**src/rtl/proc_pkg.sv**
```systemverilog
// Shared definitions for the simple processor and its instruction sequencer:
// sequencer state encoding, opcode constants and the opcode field extractor.
package proc_pkg;

    typedef enum logic [2:0] {
        S_IDLE,
        S_FETCH,
        S_LATCH_I,
        S_LATCH_M,
        S_ISSUE,
        S_WAIT,
        S_END
    } seq_state_t;

    localparam logic [2:0] OP_MV  = 3'b000;
    localparam logic [2:0] OP_MVI = 3'b001;
    localparam logic [2:0] OP_ADD = 3'b010;
    localparam logic [2:0] OP_SUB = 3'b011;

    // Widest instruction word the extractor accepts; callers zero-extend to this.
    localparam int unsigned MAX_WORD_W = 32;

    // Opcode is the top three bits of a word that is dw bits wide.
    function automatic logic [2:0] get_opcode(input logic [MAX_WORD_W-1:0] word,
                                              input int unsigned           dw);
        return word[dw-1 -: 3];
    endfunction

endpackage

```
**src/rtl/instr_sequencer.sv**
```systemverilog
// Handshaked instruction fetch engine. Reads words from a synchronous ROM,
// presents each instruction on Din with a one-cycle run pulse (pre-fetching
// the immediate word for mvi), then waits for Done before advancing pc.
module instr_sequencer
    import proc_pkg::*;
#(
    parameter int unsigned ADDR_W = 5,
    parameter int unsigned DATA_W = 9,
    parameter logic [2:0]  MVI_OP = OP_MVI
) (
    input  logic              clk,
    input  logic              rst,
    input  logic              start,
    input  logic              halt,
    output logic [ADDR_W-1:0] mem_addr,
    input  logic [DATA_W-1:0] mem_data,
    output logic [DATA_W-1:0] Din,
    output logic              run,
    input  logic              Done,
    output logic              busy,
    output logic              prog_end,
    output logic              fetch_err
);

    localparam logic [ADDR_W-1:0] LAST_ADDR = {ADDR_W{1'b1}};

    seq_state_t        state_q, state_d;
    logic [ADDR_W-1:0] pc_q, pc_d;
    logic [DATA_W-1:0] instr_q, instr_d;
    logic [DATA_W-1:0] imm_q, imm_d;
    logic [DATA_W-1:0] din_q, din_d;
    logic              halt_q, halt_d;
    logic              ferr_q, ferr_d;

    logic              fetched_mvi;
    logic              instr_mvi;
    logic [ADDR_W:0]   pc_step;

    assign fetched_mvi = (get_opcode(MAX_WORD_W'(mem_data), DATA_W) == MVI_OP);
    assign instr_mvi   = (get_opcode(MAX_WORD_W'(instr_q), DATA_W) == MVI_OP);

    // One extra bit so stepping past the last address is seen, never wrapped.
    assign pc_step = {1'b0, pc_q} + (instr_mvi ? (ADDR_W+1)'(2) : (ADDR_W+1)'(1));

    assign Din       = din_q;
    assign fetch_err = ferr_q;

    // State and datapath registers with synchronous reset.
    always_ff @(posedge clk) begin
        // NOTE: non-blocking assignments so every register samples pre-edge values.
        if (rst) begin
            state_q <= S_IDLE;
            pc_q    <= '0;
            instr_q <= '0;
            imm_q   <= '0;
            din_q   <= '0;
            halt_q  <= 1'b0;
            ferr_q  <= 1'b0;
        end else begin
            state_q <= state_d;
            pc_q    <= pc_d;
            instr_q <= instr_d;
            imm_q   <= imm_d;
            din_q   <= din_d;
            halt_q  <= halt_d;
            ferr_q  <= ferr_d;
        end
    end

    // Next-state, datapath updates and Moore outputs.
    always_comb begin
        // NOTE: every output and next-state gets a default first, so no latches.
        state_d  = state_q;
        pc_d     = pc_q;
        instr_d  = instr_q;
        imm_d    = imm_q;
        din_d    = din_q;
        ferr_d   = ferr_q;
        busy     = (state_q != S_IDLE) && (state_q != S_END);
        prog_end = (state_q == S_END);
        halt_d   = halt_q | (halt & busy);
        mem_addr = pc_q;
        run      = 1'b0;

        unique case (state_q)
            S_IDLE, S_END: begin
                if (start) begin
                    pc_d    = '0;
                    ferr_d  = 1'b0;
                    halt_d  = 1'b0;
                    state_d = S_FETCH;
                end
            end

            S_FETCH: begin
                state_d = S_LATCH_I;
            end

            S_LATCH_I: begin
                // Address the immediate word while the opcode is decoded.
                mem_addr = pc_q + ADDR_W'(1);
                instr_d  = mem_data;
                if (!fetched_mvi) begin
                    din_d   = mem_data;
                    state_d = S_ISSUE;
                end else if (pc_q != LAST_ADDR) begin
                    state_d = S_LATCH_M;
                end else begin
                    // mvi with no room for its immediate: stop without issuing.
                    ferr_d  = 1'b1;
                    state_d = S_END;
                end
            end

            S_LATCH_M: begin
                imm_d   = mem_data;
                din_d   = instr_q;
                state_d = S_ISSUE;
            end

            S_ISSUE: begin
                run     = 1'b1;
                state_d = S_WAIT;
                if (instr_mvi) begin
                    din_d = imm_q;
                end
            end

            S_WAIT: begin
                if (Done) begin
                    if (pc_step[ADDR_W] || halt_q || halt) begin
                        state_d = S_END;
                    end else begin
                        pc_d    = pc_step[ADDR_W-1:0];
                        state_d = S_FETCH;
                    end
                end
            end

            default: begin
                state_d = S_IDLE;
            end
        endcase
    end

endmodule
```
**config.mk**
```make
export PLATFORM = sky130hd
export DESIGN_NAME = instr_sequencer
export DESIGN_NICKNAME = d
export VERILOG_FILES = /design/src/rtl/proc_pkg.sv /design/src/rtl/instr_sequencer.sv
export SDC_FILE = /design/constraint.sdc
export NUM_CORES = 1
export LEC_CHECK = 0
export BUFFER_PORTS_ARGS = -buffer_cell sky130_fd_sc_hd__buf_2
export CAP_MARGIN = 40
export CORE_UTILIZATION = 56
export DETAILED_ROUTE_END_ITERATION = 7
export PLACE_DENSITY = 0.81
export SYNTH_ARGS = -nofsm -noshare
export SYNTH_HDL_FRONTEND = slang
export SYNTH_SLANG_ARGS = --single-unit
```
**constraint.sdc**
```tcl
create_clock -name clk -period 2.9 [get_ports clk]
set_clock_uncertainty 0.05 [all_clocks]
set_input_delay 0.58 -clock clk [delete_from_list [all_inputs] [get_ports clk]]
set_output_delay 0.58 -clock clk [all_outputs]
set_load 0.02 [all_outputs]
```
==> results of run 1 <==
-- state kept, by name (all words and copies together), names as in the netlist --
name,flops
fetch_err,1
instr_q,9
state_q,3
imm_q,9
halt_q,1
Din,9
pc_q,5
-- power groups by stage --
stage,Combinational (mW),Clock [mW],Sequential (mW)
2_1_floorplan,0.190,0,0.561
3_3_place_gp,0.255,0,0.565
3_5_place_dp,0.256,0,0.566
4_1_cts,0.259,0.375,0.554
5_1_grt,0.286,0.402,0.559
6_report,0.262,0.370,0.555
-- worst paths after layout --
kind / to / from / cells past startpoint
setup / recovery: mem_addr[4] / state_q[1] / 4
hold / removal: imm_q[1] / imm_q[1] / 2
setup reg to reg: pc_q[3] / instr_q[6] / 6
hold reg to reg: imm_q[1] / imm_q[1] / 2
-- cell usage after synthesis (3+ instances only) --
| cell | count | area (sq um) |
|---|---|---|
| dfxtp_1 | 37 | 741 |
| nor2_1 | 26 | 97.6 |
| nor3_1 | 19 | 95.1 |
| nand2_1 | 18 | 67.6 |
| a21oi_1 | 17 | 85.1 |
| mux2i_1 | 15 | 150 |
| o21ai_0 | 13 | 65.1 |
| o22ai_1 | 10 | 62.6 |
| a32o_1 | 8 | 80.1 |
| clkbuf_1 | 8 | 30.0 |
| nand2b_1 | 7 | 43.8 |
| inv_1 | 6 | 22.5 |
| nand3_1 | 6 | 30.0 |
| buf_2 | 5 | 25.0 |
| a211oi_1 | 4 | 30.0 |
| ha_1 | 4 | 50.1 |
| xnor2_1 | 4 | 35.0 |
| a22oi_1 | 3 | 22.5 |
| buf_1 | 3 | 11.3 |
-- through the flow --
stage | area (sq um) | setup WS [ns] | hold slack (ns) | power [mW] | instances
final | 2330 | 0.344 | 0.406 | 1.19 | 323
after global placement | 2240 | 0.469 | 0.393 | 0.820 | 316
after CTS | 2330 | 0.377 | 0.408 | 1.19 | 323
after detailed placement | 2240 | 0.404 | 0.398 | 0.823 | 316
after floorplan | 2080 | 0.618 | 0.387 | 0.750 | 252
after global routing | 2330 | 0.171 | 0.427 | 1.25 | 323
-- layout make-up --
cell class	instances	area, sq um	area share, %
sequential	37	741	31.8
clock buffer	6	82.6	3.54
inverter	7	26.3	1.13
clock inverter	1	7.51	0.322
timing repair buffer	37	200	8.59
tap	46	57.6	2.47
multi-input combinational	189	1220	52.2
-- kinds of logic (layout without fill, tap and decap cells) --
| logic type | after synthesis | in the layout | share of synthesized area, % |
|---|---|---|---|
| flops | 37 | 37 | 35.7 |
| fa+ha+maj | 5 | 5 | 3.38 |
| mux | 17 | 17 | 8.32 |
| compound gates | 69 | 69 | 22.7 |
| simple gates | 94 | 94 | 22.5 |
| buf+inv | 26 | 51 | 5.73 |
| xor+xnor | 4 | 4 | 1.69 |
-- routing by layer --
metal	part of all wire, %	up-vias	track usage (%)
li1	-	968	-
met1	46	922	37.6
met2	46	89	43.1
met3	7.1	8	5.11
met4	0.91	0	6.98
met5	0	-	0
-- worst reg2reg max path: stages, from the launching register on --
cell and delay [ns]:
dfxtp_1 0.35, nor3b_1 0.52, ha_1 0.34, a21o_1 0.21, a311o_1 0.43, a211oi_1 0.32, mux2i_1 0.21
==> out/qor.csv, run 1 <==
metric,value,unit
endpoints failing hold,0,
Worst Hold Class,reg2reg,
pwr dens,509,nW/um^2
crit-path max cell delay,0.60,ns
Clock power frac,31.1,%
Final ANT Viol Nets,0,
slowest CP cell,dfxtp_1,
"most common cell after layout, fill and taps aside",dfxtp_1,
routed wire length,5.14,mm
Post-synth EDFFs,0,
worst vdd ir,0.000309,V
"commonest non-fill, non-tap cells in the layout","dfxtp_1 (37), buf_2 (31), nor2_1 (26)",
Int Pwr,0.815,mW
detailed-placement wirelength estimate,3.49,mm
die height,62.9,microns
TNS Setup,0,ns
fin. max-slew vios,0,
Bufs and invs on worst path,1,
"FF+latch count, synth",37,
initial core utilization,60.3,%
critical-path maximum fanout,13,
drt wl/cell,15.9,microns
die area,3950,sq um
via count,1987,
period utilisation layout,88.2,%
"delay-heaviest family, CP",flip-flops,
worst slew pin tran,0.612,ns
# clock sinks,37,
first-pass GRT wire length,8.69,mm
Synth Net Count,271,
Yosys warning count,0,
sequential power share,46.8,%
critical path class,reg2out,
Post-Syn Instances,252,
IO buf count,31,
# Max-Cap Violations,0,
Worst-Skew Late Latency,0.29,ns
Netlist cell types,50,
final core utilization,67.7,%
cell area after synthesis,2080,sq um
core footprint,3440,sq um
Comb pwr share,22.1,%
nets,296,
number of DRC markers in iteration 0,212,
Hold Buf Count CTS,0,
worst path required time,2.27,ns
DIE WIDTH,62.9,microns
DRC errors left,0,
CTS tree,done,
Fmax achieved,391,MHz
WP data arrival,1.93,ns
# setup viols final,0,
largest net degree at the start of global routing,36,
CP endpoint kind,output port,
R2R Setup Slk,0.40,ns
status,"finished, final reports clean",
total track usage,27.2,%
gpl congestion,0.873,
post_cts resized,0,
H-tree depth,2,
main flop type after synthesis,dfxtp_1,
"Reg clk slew, reported paths",0.08,ns
syn avg cell area,8.24,sq um
final-layout fill cell count,301,
initial antenna violation count,0,
RSZ-0062 raised after global routing,false,
Root Buffer,clkbuf_8,
CP Cell Sequence,nand2b_1 > nor2_2 > mux2_2 > buf_2,
CTS buffer count,5,
layout cells sized above 1,18.8,%
post-CTS setup buffers,0,
sw frac,31.3,%
Antenna Cells,0,
largest buffer count on any clock path,2,
row count,21,
Switch Pwr,0.372,mW
ys async rst share,0,%
GRT overflow,0,
Max-slew headroom,59.1,%
area delta synth->final,12.3,%
first drt pass iteration count,4,
fin crit period,2.56,ns
vias in the first global route,1826,
DR vias/cell,6.15,
register area share after synthesis,35.7,%
Static Leak,0.924,nW
startpoint types,flip-flop,
I/O pin count,32,
Power figures use the tool's default switching activity.
==> run 2: changes to the inputs <==
CORE_UTILIZATION = 59   (was 56)
CTS_BUF_LIST = sky130_fd_sc_hd__clkbuf_4   (was unset)
PLACE_DENSITY = 0.84   (was 0.81)
==> run 2 against run 1 <==
Cell count grew 0.62%. Worst hold slack improved by 0.0099 ns. Flip-flop and latch count unchanged. Via count shrank 0.91%. Maximum frequency decreased by 2.0%. Sequential power down 0.9%. Routed wire length down 3.9%. Combinational power rose by 2%. Critical endpoint is now pc_q[3].
==> out/qor.csv, run 2 (synthesis gave the netlist of run 1 again) <==
metric,value,unit,change
IO buf count,31,,unchanged
Max-slew headroom,55.5,%,was 59.1%
worst slew pin tran,0.666,ns,was 0.612 ns
CTS tree,done,,unchanged
gpl congestion,0.882,,was 0.873
core footprint,3360,sq um,was 3440 sq um
post-CTS setup buffers,0,,unchanged
RSZ-0062 raised after global routing,false,,unchanged
"most common cell after layout, fill and taps aside",dfxtp_1,,unchanged
number of DRC markers in iteration 0,217,,was 212
post_cts resized,0,,unchanged
critical path class,reg2reg,,was reg2out
die area,3760,sq um,was 3950 sq um
drt wl/cell,15.2,microns,was 15.9 microns
Static Leak,0.917,nW,was 0.924 nW
DR vias/cell,6.06,,was 6.15
# Max-Cap Violations,0,,unchanged
TNS Setup,0,ns,unchanged
first drt pass iteration count,4,,unchanged
row count,21,,unchanged
fin crit period,2.61,ns,was 2.56 ns
H-tree depth,2,,unchanged
WP data arrival,2.84,ns,was 1.93 ns
"Reg clk slew, reported paths",0.11,ns,was 0.08 ns
fin. max-slew vios,0,,unchanged
Hold Buf Count CTS,0,,unchanged
worst path required time,3.13,ns,was 2.27 ns
largest buffer count on any clock path,2,,unchanged
CTS buffer count,5,,unchanged
endpoints failing hold,0,,unchanged
area delta synth->final,11.0,%,was 12.3%
worst hold endpoint,imm_q[2],,was imm_q[1]
routed wire length,4.94,mm,was 5.14 mm
period utilisation layout,90.0,%,was 88.2%
"commonest non-fill, non-tap cells in the layout","dfxtp_1 (37), buf_2 (31), nor2_1 (26)",,unchanged
Fmax achieved,383,MHz,was 391 MHz
Final ANT Viol Nets,0,,unchanged
vias in the first global route,1677,,was 1826
initial antenna violation count,0,,unchanged
Worst Hold Class,reg2reg,,unchanged
Root Buffer,clkbuf_4,,was clkbuf_8
DRC errors left,0,,unchanged
critical-path maximum fanout,5,,was 13
Finished Layout Cells,325,,was 323
total track usage,28.9,%,was 27.2%
I/O pin count,32,,unchanged
startpoint types,flip-flop,,unchanged
worst reg2reg path startpoint,instr_q[6],,unchanged
largest net degree at the start of global routing,32,,was 36
first-pass GRT wire length,7.95,mm,was 8.69 mm
DIE WIDTH,61.3,microns,was 62.9 microns
initial core utilization,61.7,%,was 60.3%
Hold Path Depth,2,,unchanged
die height,61.3,microns,was 62.9 microns
CP endpoint kind,flip-flop,,was output port
layout cells sized above 1,19.4,%,was 18.8%
worst vdd ir,0.000263,V,was 0.000309 V
R2R Setup Slk,0.29,ns,was 0.40 ns
detailed-placement wirelength estimate,3.49,mm,about the same
hold_ws,0.416,ns,was 0.406 ns
cell count after placement,317,,was 316
# setup viols final,0,,unchanged
Antenna Cells,0,,unchanged
via count,1969,,was 1987
pwr dens,474,nW/um^2,was 509 nW/um^2
Worst-Skew Late Latency,0.35,ns,was 0.29 ns
# clock sinks,37,,unchanged
status,"finished, final reports clean",,unchanged
end of the worst register-to-register path,pc_q[3],,unchanged
worst hold start,imm_q[2],,was imm_q[1]
GRT overflow,0,,unchanged
worst reg2reg path depth,6,,unchanged
nets,297,,was 296
-- run 2: changes by cell type in the layout (fill, tap and decap cells not counted), sizes merged --
| cell | before | now |
|---|---|---|
| clkinv | 1 | 3 |
| buf | 37 | 38 |
| clkbuf | 6 | 5 |
-- run 2: cell type report --
| class | count | area, sq um |
|---|---|---|
| Multi-Input combinational cell | 189 | 1220 |
| Fill cell | 302 | 1060 |
| Sequential cell | 37 | 741 |
| Timing Repair Buffer | 38 | 208 |
| Tap cell | 46 | 57.6 |
| Clock buffer | 5 | 37.5 |
| Inverter | 7 | 26.3 |
| Clock inverter | 3 | 17.5 |
-- run 2: critical path: stages, from the launching register on --
cell and delay, ns:
dfxtp_1 0.38, nor3b_1 0.58, ha_1 0.36, a21o_1 0.21, a311o_1 0.44, a211oi_1 0.31, mux2i_1 0.23
-- run 2: where the power goes --
part | switching (mW) | leakage, nW | total (mW) | internal, mW
logic | 0.167 | 0.586 | 0.268 | 0.101
clock network | 0.182 | 0.0310 | 0.274 | 0.0914
registers | 0.0209 | 0.299 | 0.550 | 0.529
total | 0.370 | 0.917 | 1.09 | 0.722
-- run 2: how the worst max path moves through the flow --
stage                    start     endpoint  slack, ns  cells past startpoint
global route        state_q[1]  mem_addr[3]       0.12                      5
CTS                 instr_q[6]      pc_q[3]       0.29                      6
global placement    instr_q[6]      pc_q[4]       0.47                      6
detailed placement  instr_q[6]      pc_q[3]       0.34                      6
finish              instr_q[6]      pc_q[3]       0.29                      6
floorplan           instr_q[6]      pc_q[2]       0.62                      6
-- run 2: per-layer routing --
layer | up-vias | share of wire (%) | wire, microns | GRT usage [%]
li1 | 975 | - | - | -
met4 | 0 | 1.1 | 55 | 8.44
met2 | 76 | 45 | 2200 | 41.9
met1 | 911 | 47 | 2340 | 42.8
met5 | - | 0 | 0 | 0
met3 | 7 | 6.9 | 340 | 6.30
-- run 2: stage by stage --
| step | setup WS [ns] | power, mW | utilization [%] | area, sq um |
|---|---|---|---|---|
| 2_1_floorplan | 0.618 | 0.750 | - | 2080 |
| 3_3_place_gp | 0.474 | 0.821 | 66.9 | 2250 |
| 3_5_place_dp | 0.339 | 0.824 | 66.9 | 2250 |
| 4_1_cts | 0.289 | 1.09 | 68.5 | 2300 |
| 5_1_grt | 0.119 | 1.14 | 68.5 | 2300 |
| 6_report | 0.291 | 1.09 | 68.5 | 2300 |
